==> src/rtl/midway8080_vram_arbiter.sv <==
// Single-port video RAM arbiter for the Midway 8080 board: scanout and CPU share
// one RAM slot per cycle; also animates the colour band offset once per N frames.
module midway8080_vram_arbiter #(
  parameter int STARVE_LIMIT = 4,
  parameter int FRAME_DIV    = 2,
  parameter int OFFSET_STEP  = 1,
  parameter int OFFSET_WRAP  = 196
) (
  input  logic        clk,
  input  logic        reset,
  input  logic        disp_req,
  input  logic [7:0]  disp_x,
  input  logic [4:0]  disp_ybyte,
  output logic        disp_gnt,
  output logic        disp_valid,
  output logic [7:0]  disp_data,
  input  logic        cpu_req,
  input  logic        cpu_we,
  input  logic [12:0] cpu_addr,
  input  logic [7:0]  cpu_wdata,
  output logic        cpu_ready,
  output logic [7:0]  cpu_rdata,
  output logic [12:0] mem_addr,
  output logic        mem_we,
  output logic [7:0]  mem_wdata,
  input  logic [7:0]  mem_rdata,
  input  logic        frame_tick,
  input  logic        colour_enable,
  output logic [9:0]  colour_offset
);

  localparam int SW = $clog2(STARVE_LIMIT + 1);
  localparam int DW = (FRAME_DIV > 1) ? $clog2(FRAME_DIV) : 1;
  localparam logic [SW-1:0] STREAK_MAX = SW'(STARVE_LIMIT);
  localparam logic [DW-1:0] DIV_LAST   = DW'(FRAME_DIV - 1);
  localparam logic [12:0]   VRAM_BYTES = 13'd7168;
  localparam logic [7:0]    DISP_COLS  = 8'd224;

  logic [SW-1:0] streak;
  logic          cpu_busy;
  logic          cpu_elig;
  logic          gnt_disp;
  logic          gnt_cpu;
  logic          disp_oor;
  logic          cpu_oor;
  logic [12:0]   disp_addr;
  logic [12:0]   addr_q;
  logic [7:0]    wdata_q;

  // Pipeline stages: *1 = address issued last cycle, *2 = data captured.
  logic          d1_valid, d1_oor;
  logic          d2_valid;
  logic [7:0]    d2_data;
  logic          c1_valid, c1_we, c1_oor;
  logic          c2_valid;
  logic [7:0]    c2_data;

  logic [DW-1:0] frame_div_q;
  logic [9:0]    offset_q;
  logic [10:0]   offset_sum;
  logic [10:0]   offset_next;

  // x*32 + ybyte is exactly the concatenation for 5-bit ybyte.
  assign disp_addr = {disp_x, disp_ybyte};
  assign disp_oor  = (disp_x >= DISP_COLS);
  assign cpu_oor   = (cpu_addr >= VRAM_BYTES);

  // The CPU stays ineligible until its own access has been acknowledged.
  assign cpu_busy  = c1_valid | c2_valid;
  assign cpu_elig  = cpu_req & ~cpu_busy;

  always_comb begin
    gnt_disp = 1'b0;
    gnt_cpu  = 1'b0;
    if (!reset) begin
      if (disp_req && (!cpu_elig || (streak < STREAK_MAX))) begin
        gnt_disp = 1'b1;
      end else if (cpu_elig) begin
        gnt_cpu = 1'b1;
      end
    end
  end

  always_comb begin
    mem_addr  = addr_q;
    mem_we    = 1'b0;
    mem_wdata = wdata_q;
    if (reset) begin
      mem_addr  = '0;
      mem_wdata = '0;
    end else if (gnt_cpu) begin
      mem_addr  = cpu_addr;
      mem_we    = cpu_we & ~cpu_oor;
      mem_wdata = cpu_wdata;
    end else if (gnt_disp && !disp_oor) begin
      mem_addr = disp_addr;
    end
  end

  assign disp_gnt   = gnt_disp;
  assign disp_valid = d2_valid;
  assign disp_data  = d2_data;
  assign cpu_ready  = (c1_valid & c1_we) | c2_valid;
  assign cpu_rdata  = c2_data;

  always_ff @(posedge clk) begin
    if (reset) begin
      addr_q   <= '0;
      wdata_q  <= '0;
      streak   <= '0;
      d1_valid <= 1'b0;
      d1_oor   <= 1'b0;
      d2_valid <= 1'b0;
      d2_data  <= '0;
      c1_valid <= 1'b0;
      c1_we    <= 1'b0;
      c1_oor   <= 1'b0;
      c2_valid <= 1'b0;
      c2_data  <= '0;
    end else begin
      addr_q  <= mem_addr;
      wdata_q <= mem_wdata;

      if (!cpu_req || gnt_cpu) begin
        streak <= '0;
      end else if (gnt_disp && (streak < STREAK_MAX)) begin
        streak <= streak + 1'b1;
      end

      d1_valid <= gnt_disp;
      d1_oor   <= disp_oor;
      d2_valid <= d1_valid;
      if (d1_valid) begin
        d2_data <= d1_oor ? 8'h00 : mem_rdata;
      end

      c1_valid <= gnt_cpu;
      c1_we    <= cpu_we;
      c1_oor   <= cpu_oor;
      c2_valid <= c1_valid & ~c1_we;
      if (c1_valid && !c1_we) begin
        c2_data <= c1_oor ? 8'h00 : mem_rdata;
      end
    end
  end

  // Widen before the wrap compare so large steps cannot overflow 10 bits.
  assign offset_sum  = {1'b0, offset_q} + 11'(OFFSET_STEP);
  assign offset_next = (offset_sum >= 11'(OFFSET_WRAP)) ? (offset_sum - 11'(OFFSET_WRAP))
                                                        : offset_sum;

  always_ff @(posedge clk) begin
    if (reset) begin
      frame_div_q <= '0;
      offset_q    <= '0;
    end else if (frame_tick && colour_enable) begin
      if (frame_div_q == DIV_LAST) begin
        frame_div_q <= '0;
        offset_q    <= offset_next[9:0];
      end else begin
        frame_div_q <= frame_div_q + 1'b1;
      end
    end
  end

  assign colour_offset = offset_q;

endmodule

==> config.mk <==
export PLATFORM = sky130hd
export DESIGN_NAME = midway8080_vram_arbiter
export DESIGN_NICKNAME = d
export VERILOG_FILES = /design/src/rtl/midway8080_vram_arbiter.sv
export SDC_FILE = /design/constraint.sdc
export NUM_CORES = 1
export LEC_CHECK = 0
export CORE_MARGIN = 2
export CORE_UTILIZATION = 50
export DETAILED_ROUTE_END_ITERATION = 12
export PLACE_DENSITY = 0.92
export SETUP_SLACK_MARGIN = 0.4
export SYNTH_ARGS = -nofsm -noshare
export SYNTH_HDL_FRONTEND = slang
export SYNTH_SLANG_ARGS = --single-unit
==> constraint.sdc <==
create_clock -name clk -period 8.34 [get_ports clk]
set_input_delay 2.085 -clock clk [delete_from_list [all_inputs] [get_ports clk]]
set_output_delay 2.085 -clock clk [all_outputs]
set_load 0.1 [all_outputs]
==> results.txt, run 1 <==
- Outcome: finished clean
* Worst setup slack after layout: 1.172 ns
- Post-DRT Antenna Nets: 0
* Top area cells in the synthesized netlist: sky130_fd_sc_hd__dfxtp_1 (39%), sky130_fd_sc_hd__a21oi_1 (8.3%), sky130_fd_sc_hd__a211oi_1 (6.5%)
* Mean area per synthesized cell: 8.346 µm²
- Of the total synthesized cell area, the portion taken by AND, OR, NAND and NOR gates is 0.2280.
- CTS saw 58 sinks.
* Final critical path time including I/O delays and setup: 7.168 ns
* Vias per Instance: 5.516
- Clk Latency, worst-skew pair: 0.33 ns
- Initial cell density of the core: 0.5119
- Fraction of registers with async set/reset: 0
- In this run the core area contains 28 standard-cell rows.
- Number of levels the H-tree was split into: 3
- Antenna cells: 0
* Share of the synthesized area in the top cell type: 0.3854
* Die Outline Area: 6663 µm²
- After synthesis, the share of cell area in mux cells is 0.05399.
- Post-synthesis sequential element count: 58
* Yosys synthesis warning count: 0
- The worst pin sits at a relative slew slack of 0.3327.
- The number of endpoints with negative hold slack in the final report was 0.
- Number of violations reported at the end of detailed-routing iteration 0: 145
* Adder-cell share of the synthesized area: 0.02076
- Post-Route Skew: 0.004856 ns
- Synthesis-to-finish area growth: 38.66%
- Initial antenna violation count: 0
* Timing-limited maximum frequency: 0.1395 GHz
* Worst Setup Start Kind: primary input
- Maximum number of pins on one net before global-route repair: 52
* Synth area leader: sky130_fd_sc_hd__dfxtp_1
* WL/cell: 14.48 µm
- Final setup violating endpoints: 0
- In the routed design, unresolved DRC markers number 0.
- IR drop worst, VDD: 150.9 µV
- Synthesis produced a netlist with a net count of 415.
- At the end of routability-driven placement, the weighted congestion stood at 0.8440.
* Quantity of I/O buffers inserted on ports: 99
- Gate count after technology mapping: 361
* Fraction of layout instances using a drive strength above 1: 0.1211
- Yosys cell types: 50
- The tool flagged a number of max-cap violations equal to 0.
- CTS Hold Bufs: 0
- Number of placed I/O pins: 100
- Die H: 81.63 µm
- Data on the critical path arrives at its endpoint at 5.08 ns.
* CP Capture Type: output port
- Detailed placement ended at an HPWL of 5.385 mm.
* Pre-CTS setup slack: 1.210 ns
- For this run, the total global-route usage over all layers was measured as 0.2256.
* CTS tree: built
- Setup total negative slack on the finished layout was measured at 0 ns.
- The share of the synthesized area in compound gates (AO/OA/AOI/OAI) was 0.2301.
- Postcts setup bufs: 0
- The core region is 5886 µm².
* Number of gates resized after CTS: 0
* Root cell of the clock tree: sky130_fd_sc_hd__clkbuf_8
- Reg clk slew, reported paths: 0.06 ns
- RSZ-0062 raised after global routing: no
* Number of slew-limit violations in the final report: 0
* Largest family of logic cells by synthesized area: compound AO/OA/AOI/OAI gates
- The analysis attributes to cell leakage a power of 1.509 nW.
- At the worst endpoint, the required time is 6.26 ns.
- Standard cell with the maximum stage delay on the critical path: sky130_fd_sc_hd__clkdlybuf4s50_1
- In the final design database the tool counted 496 nets.
- Largest incremental delay on the critical path: 1.15 ns
- In this run the horizontal extent of the chip is 81.63 µm.
* Number of buffers created by CTS: 9
* Slew @ Worst Pin: 0.9978 ns
- The tightest min-delay check is of the reg -> reg type.
- The worst setup path is of the in -> out kind.
* Worst-path fanout max: 9
* Total Wirelength: 7.542 mm
* Crit-path cells: clkdlybuf4s50_1, nor3b_1, o21a_1, nand2_1, a21oi_1, clkdlybuf4s50_1
* Buffers from clock root to sink, at most: 2
* Overall via count from detail_route: 2,874
- Congestion Overflow GR: 0
* Mapped cell area: 3013 µm²
- Before antenna repair, the detailed router went through 5 iterations.
* Power Density: 168.3 nW/µm²
- First-pass GRT wire length: 11.67 mm
* Synth Area in XOR/XNOR: 0.02907
- Among the stages of the critical path, the cell type that occurs most often is sky130_fd_sc_hd__clkdlybuf4s50_1.
* Number of global-route vias before repair: 2,589
- Post-route clock period utilization: 0.8595
* Primary FF master, synth: sky130_fd_sc_hd__dfxtp_1
- Number of enable flip-flop cells after synthesis: 0
- The share of the Yosys chip area taken by registers is 0.3854.
[final cells by class]
class,instances,area (µm²)
Sequential cell,58,1161
Clock buffer,12,155.1
Multi-Input combinational cell,267,1768
Inverter,5,18.77
Fill cell,451,1708
Tap cell,75,93.84
Clock inverter,3,15.01
Timing Repair Buffer,101,965.9
[synthesized netlist by cell type, drive strengths merged (6+ instances only)]
master,instances
a211oi,27
a21oi,50
and3,6
buf,9
clkbuf,22
dfxtp,58
mux2i,14
nand2,29
nand2b,10
nand3,7
nand3b,9
nor2,39
nor3b,10
o21ai,9
[per-stage QoR]
stage	instances	hold WS, ns	util	cell area, µm²	total power, mW
final	521	0.4697	0.7098	4178	0.7032
after CTS	521	0.4703	0.7098	4178	0.7071
after detailed placement	506	0.4611	0.6809	4008	0.4834
after global placement	506	0.4523	0.6809	4008	0.4809
after floorplan	361	0.4442	-	3077	0.4320
after global routing	521	0.4935	0.7098	4178	0.7284
[registers in the layout, indices dropped and copies added (netlist names), 3 cells and up]
register       flops
disp_data          8
cpu_rdata          8
wdata_q            8
colour_offset     10
addr_q            13
streak             3
[layer usage]
layer  GRT usage  wire length [µm]  vias to the layer above
met5           0                 0                        -
met4      0.1083               183                        0
met3     0.05714               404                       17
met2      0.3811              3671                       92
met1      0.2673              3283                     1312
li1            -                 -                     1453
[critical path: cells and delay by family]
family	cells	cell delay, ns
buf+inv	2	1.62
simple gates	2	0.77
compound gates	2	0.59
[cell usage in the layout (no fill, tap or decap), types with 10 or more instances in the layout]
cell / Yosys / routed
sky130_fd_sc_hd__dfxtp_1: 58 / 58
sky130_fd_sc_hd__nor2_1: 39 / 39
sky130_fd_sc_hd__nand2b_1: 10 / 10
sky130_fd_sc_hd__a21oi_1: 50 / 49
sky130_fd_sc_hd__a211oi_1: 26 / 14
sky130_fd_sc_hd__clkbuf_8: 0 / 11
sky130_fd_sc_hd__clkdlybuf4s50_1: 0 / 84
sky130_fd_sc_hd__buf_4: 3 / 16
sky130_fd_sc_hd__a211oi_2: 1 / 13
sky130_fd_sc_hd__nand2_1: 29 / 29
sky130_fd_sc_hd__nor3b_1: 10 / 10
sky130_fd_sc_hd__mux2i_1: 14 / 14
[worst paths after layout]
check | from | end | slack [ns] | cells past startpoint
setup / recovery | cpu_req | mem_wdata[0] | 1.17 | 6
setup reg to reg | colour_offset[0] | colour_offset[5] | 5.00 | 10
hold / removal | wdata_q[7] | wdata_q[7] | 0.47 | 2
hold reg to reg | wdata_q[7] | wdata_q[7] | 0.47 | 2
[power by group]
| group | internal, mW | switching, mW | leakage (nW) | total, mW |
|---|---|---|---|---|
| Sequential | 0.290 | 0.00741 | 0.474 | 0.297 |
| Combinational | 0.0560 | 0.125 | 0.943 | 0.181 |
| Clock | 0.121 | 0.104 | 0.0920 | 0.225 |
| Total | 0.467 | 0.237 | 1.51 | 0.703 |
[cell families (layout without fill, tap and decap cells)]
logic type                 after synthesis  in the layout
AOI/OAI and AO/OA                      104            104
xor gates and xnor gates                10             10
adders and majority gates                5              5
buffers and inverters                   36            121
DFF                                     58             58
muxes                                   16             16
and+or+nand+nor                        132            132
Note: power is estimated with default switching activity, not from simulation.
==> inputs of run 2 (changes only) <==
CORE_UTILIZATION = 49   (was 50)
PLACE_DENSITY = 0.91   (was 0.92)
==> run 2 against run 1 <==
Effect of this change: final area increased by 1.7%; highest routed layer unchanged; die area increased by 1.9%; final cell count increased by 0.19%; largest power group is now clock; critical path type unchanged; clock power increased by 35%; clock skew increased by 0.0069 ns; largest cell class unchanged.
==> results.txt, run 2 (same netlist as run 1, synthesis figures left out) <==
- Outcome: finished clean
- At the pin with the least slew margin, the transition time is 1.001 ns.
* Maximum number of pins on one net before global-route repair: 64
- # DRC: 0
- Total of fill cells in the finished design: 454
* Final critical path time including I/O delays and setup: 7.235 ns
- After detailed routing, the average wire length per cell comes to 15.17 µm.
- Die H: 82.42 µm
- The HPWL after detailed placement is 5.753 mm.
- Ranked by flip-flop count, first place goes to addr_q.
- The number of endpoints with negative hold slack in the final report came to 0.
- Worst reg2reg path depth: 10
- Worst slew slack as a fraction of its limit: 0.3306
* Number of gates resized after CTS: 0
* Standard cell with the maximum stage delay on the critical path: sky130_fd_sc_hd__clkdlybuf4s50_1
- In this run the core area contains 28 standard-cell rows.
* Number of placed I/O pins: 100
- CTS Hold Bufs: 0
- Hold path depth: 2
- Post-DRT Antenna Nets: 0
- Required time worst endpoint: 6.26 ns
- Routability-driven placement finished with a final weighted congestion of 0.8942.
- For flop-to-flop paths, the worst setup slack is 5.07 ns.
- For this design the ratio of total power to cell area is 184.3 nW/µm².
* Sequential cell area: 1161 µm²
- The final layout contains routed wiring with a total length of 7.919 mm.
* Number of global-route vias before repair: 2,761
- Leaving out fill and tap cells, the most frequent cells in the layout are sky130_fd_sc_hd__clkdlybuf4s50_1 (85), sky130_fd_sc_hd__dfxtp_1 (58), sky130_fd_sc_hd__a21oi_1 (49).
- Worst Setup Start Kind: primary input
- Final Instance Area: 4248 µm²
- The first detailed-routing pass ran for 4 iterations.
- Placed Area: 4010 µm²
- Type of the worst min-delay path: reg -> reg
* Clk Latency, worst-skew pair: 0.34 ns
- The tool flagged a number of max-cap violations equal to 0.
* Clock sink count: 58
- Setup repair after global routing left no endpoint under its margin.
* Source of the worst register-to-register timing path: colour_offset[0]
- Category of the most critical setup path: in -> out
- Timing-limited maximum frequency: 0.1382 GHz
* Number of violations reported at the end of detailed-routing iteration 0: 158
- The die covers 6792 µm².
* Share of the core filled with cells in the final layout: 0.7175
* CTS tree: built
* Number of slew-limit violations in the final report: 0
- For this block, wires on met1 add up to 3.301 mm.
- Standby leakage power: 1.534 nW
* Synthesis-to-finish area growth: 40.99%
- Horizontal extent of the die: 82.42 µm
- Most common library cell in the layout ignoring fill and taps: sky130_fd_sc_hd__clkdlybuf4s50_1
- The path with the worst hold slack has its endpoint at disp_data[2].
- Area of the multi-input gates: 1768 µm²
* Congestion Overflow GR: 0
* First-pass GRT wire length: 12.41 mm
- Core area: 5921 µm²
- Worst-path fanout max: 29
* Antenna cells: 0
- Buffers from clock root to sink, at most: 2
* Detailed route wirelength on metal2: 4.038 mm
- Number of standard cells in the final layout excluding fillers: 522
- After detailed routing, the met3 layer carries 443 µm of wire.
- Setup TNS Final: 0 ns
- Number of instances in the placed design: 506
- Clock-pin slew was measured on the worst setup and hold paths at 0.07 ns.
- IR drop worst, VDD: 141.0 µV
- Port buffering added 99 buffers.
* Initial cell density of the core: 0.5089
- In this run the number of H-tree levels came out at 3.
* Worst setup slack after layout: 1.105 ns
* Fraction of layout instances using a drive strength above 1: 0.1230
- The worst hold path begins at disp_data[2].
* Post-Route Skew: 0.01177 ns
* Postcts setup bufs: 0
* Overall via count from detail_route: 2,949
- Dividing the final minimum period by the clock period gives 0.8675.
- Vias per Instance: 5.649
- At the placement stage, the worst setup path has a slack of 1.166 ns.
- Layout Nets: 496
- The worst setup path is captured at an output port.
* Crit-path cells: clkdlybuf4s50_1, nor3b_1, o21ai_4, nand2_1, a21oi_1, a21oi_1, o21ai_0, clkdlybuf4s50_1
* Number of buffers created by CTS: 9
- Data on the critical path arrives at its endpoint at 5.15 ns.
- Largest incremental delay on the critical path: 0.99 ns
- Global-route total usage across every layer: 0.2388
* Endpoint of the most critical register-to-register path: colour_offset[5]
* Initial antenna violation count: 0
- Root cell of the clock tree: sky130_fd_sc_hd__clkbuf_8
* Max FFs per register: 13
- Final setup violating endpoints: 0
- After detailed routing, no signal wire sits above met4.
## run 2: changes by cell type in the layout (fill, tap and decap cells not counted), sizes merged
| cell | before | now |
|---|---|---|
| clkinv | 3 | 1 |
| buf | 17 | 16 |
| clkdlybuf4s50 | 84 | 85 |
| clkinvlp | 0 | 1 |
| bufinv | 0 | 2 |
## run 2: where the power goes
part | switching (mW) | internal (mW)
logic | 0.126 | 0.0562
registers | 0.00771 | 0.290
clock network | 0.111 | 0.192
## run 2: final cells by class
type,instances,share of cell area
clock inverter,4,0.01708
timing repair buffer,101,0.2280
tap,75,0.02209
multi-input combinational,267,0.4162
clock buffer,12,0.03888
sequential,58,0.2733
inverter,5,0.004418
## run 2: through the flow
stage               hold slack (ns)  power (mW)
finish                       0.4727      0.7828
global route                 0.4971      0.8068
CTS                          0.4748      0.7866
detailed placement           0.4633      0.4849
global placement             0.4542      0.4815
floorplan                    0.4442      0.4320
## run 2: layer usage
| layer | global-route usage | vias to the layer above |
|---|---|---|
| li1 | - | 1455 |
| met1 | 0.2744 | 1376 |
| met2 | 0.4161 | 102 |
| met3 | 0.06630 | 16 |
| met4 | 0.09667 | 0 |
| met5 | 0 | - |
## run 2: worst max-delay path by stage
| stage | from | to | cells past startpoint |
|---|---|---|---|
| after floorplan | reset | mem_addr[10] | 8 |
| after global placement | cpu_req | mem_addr[11] | 6 |
| after detailed placement | cpu_req | mem_wdata[2] | 7 |
| after CTS | cpu_req | mem_addr[11] | 6 |
| after global routing | cpu_req | mem_wdata[0] | 7 |
| final | cpu_req | mem_addr[11] | 8 |
## run 2: worst max-delay path: cells and delay by family
family          cells  cell delay, ns
simple gates        2            0.82
compound gates      4            0.76
buf+inv             2            1.47
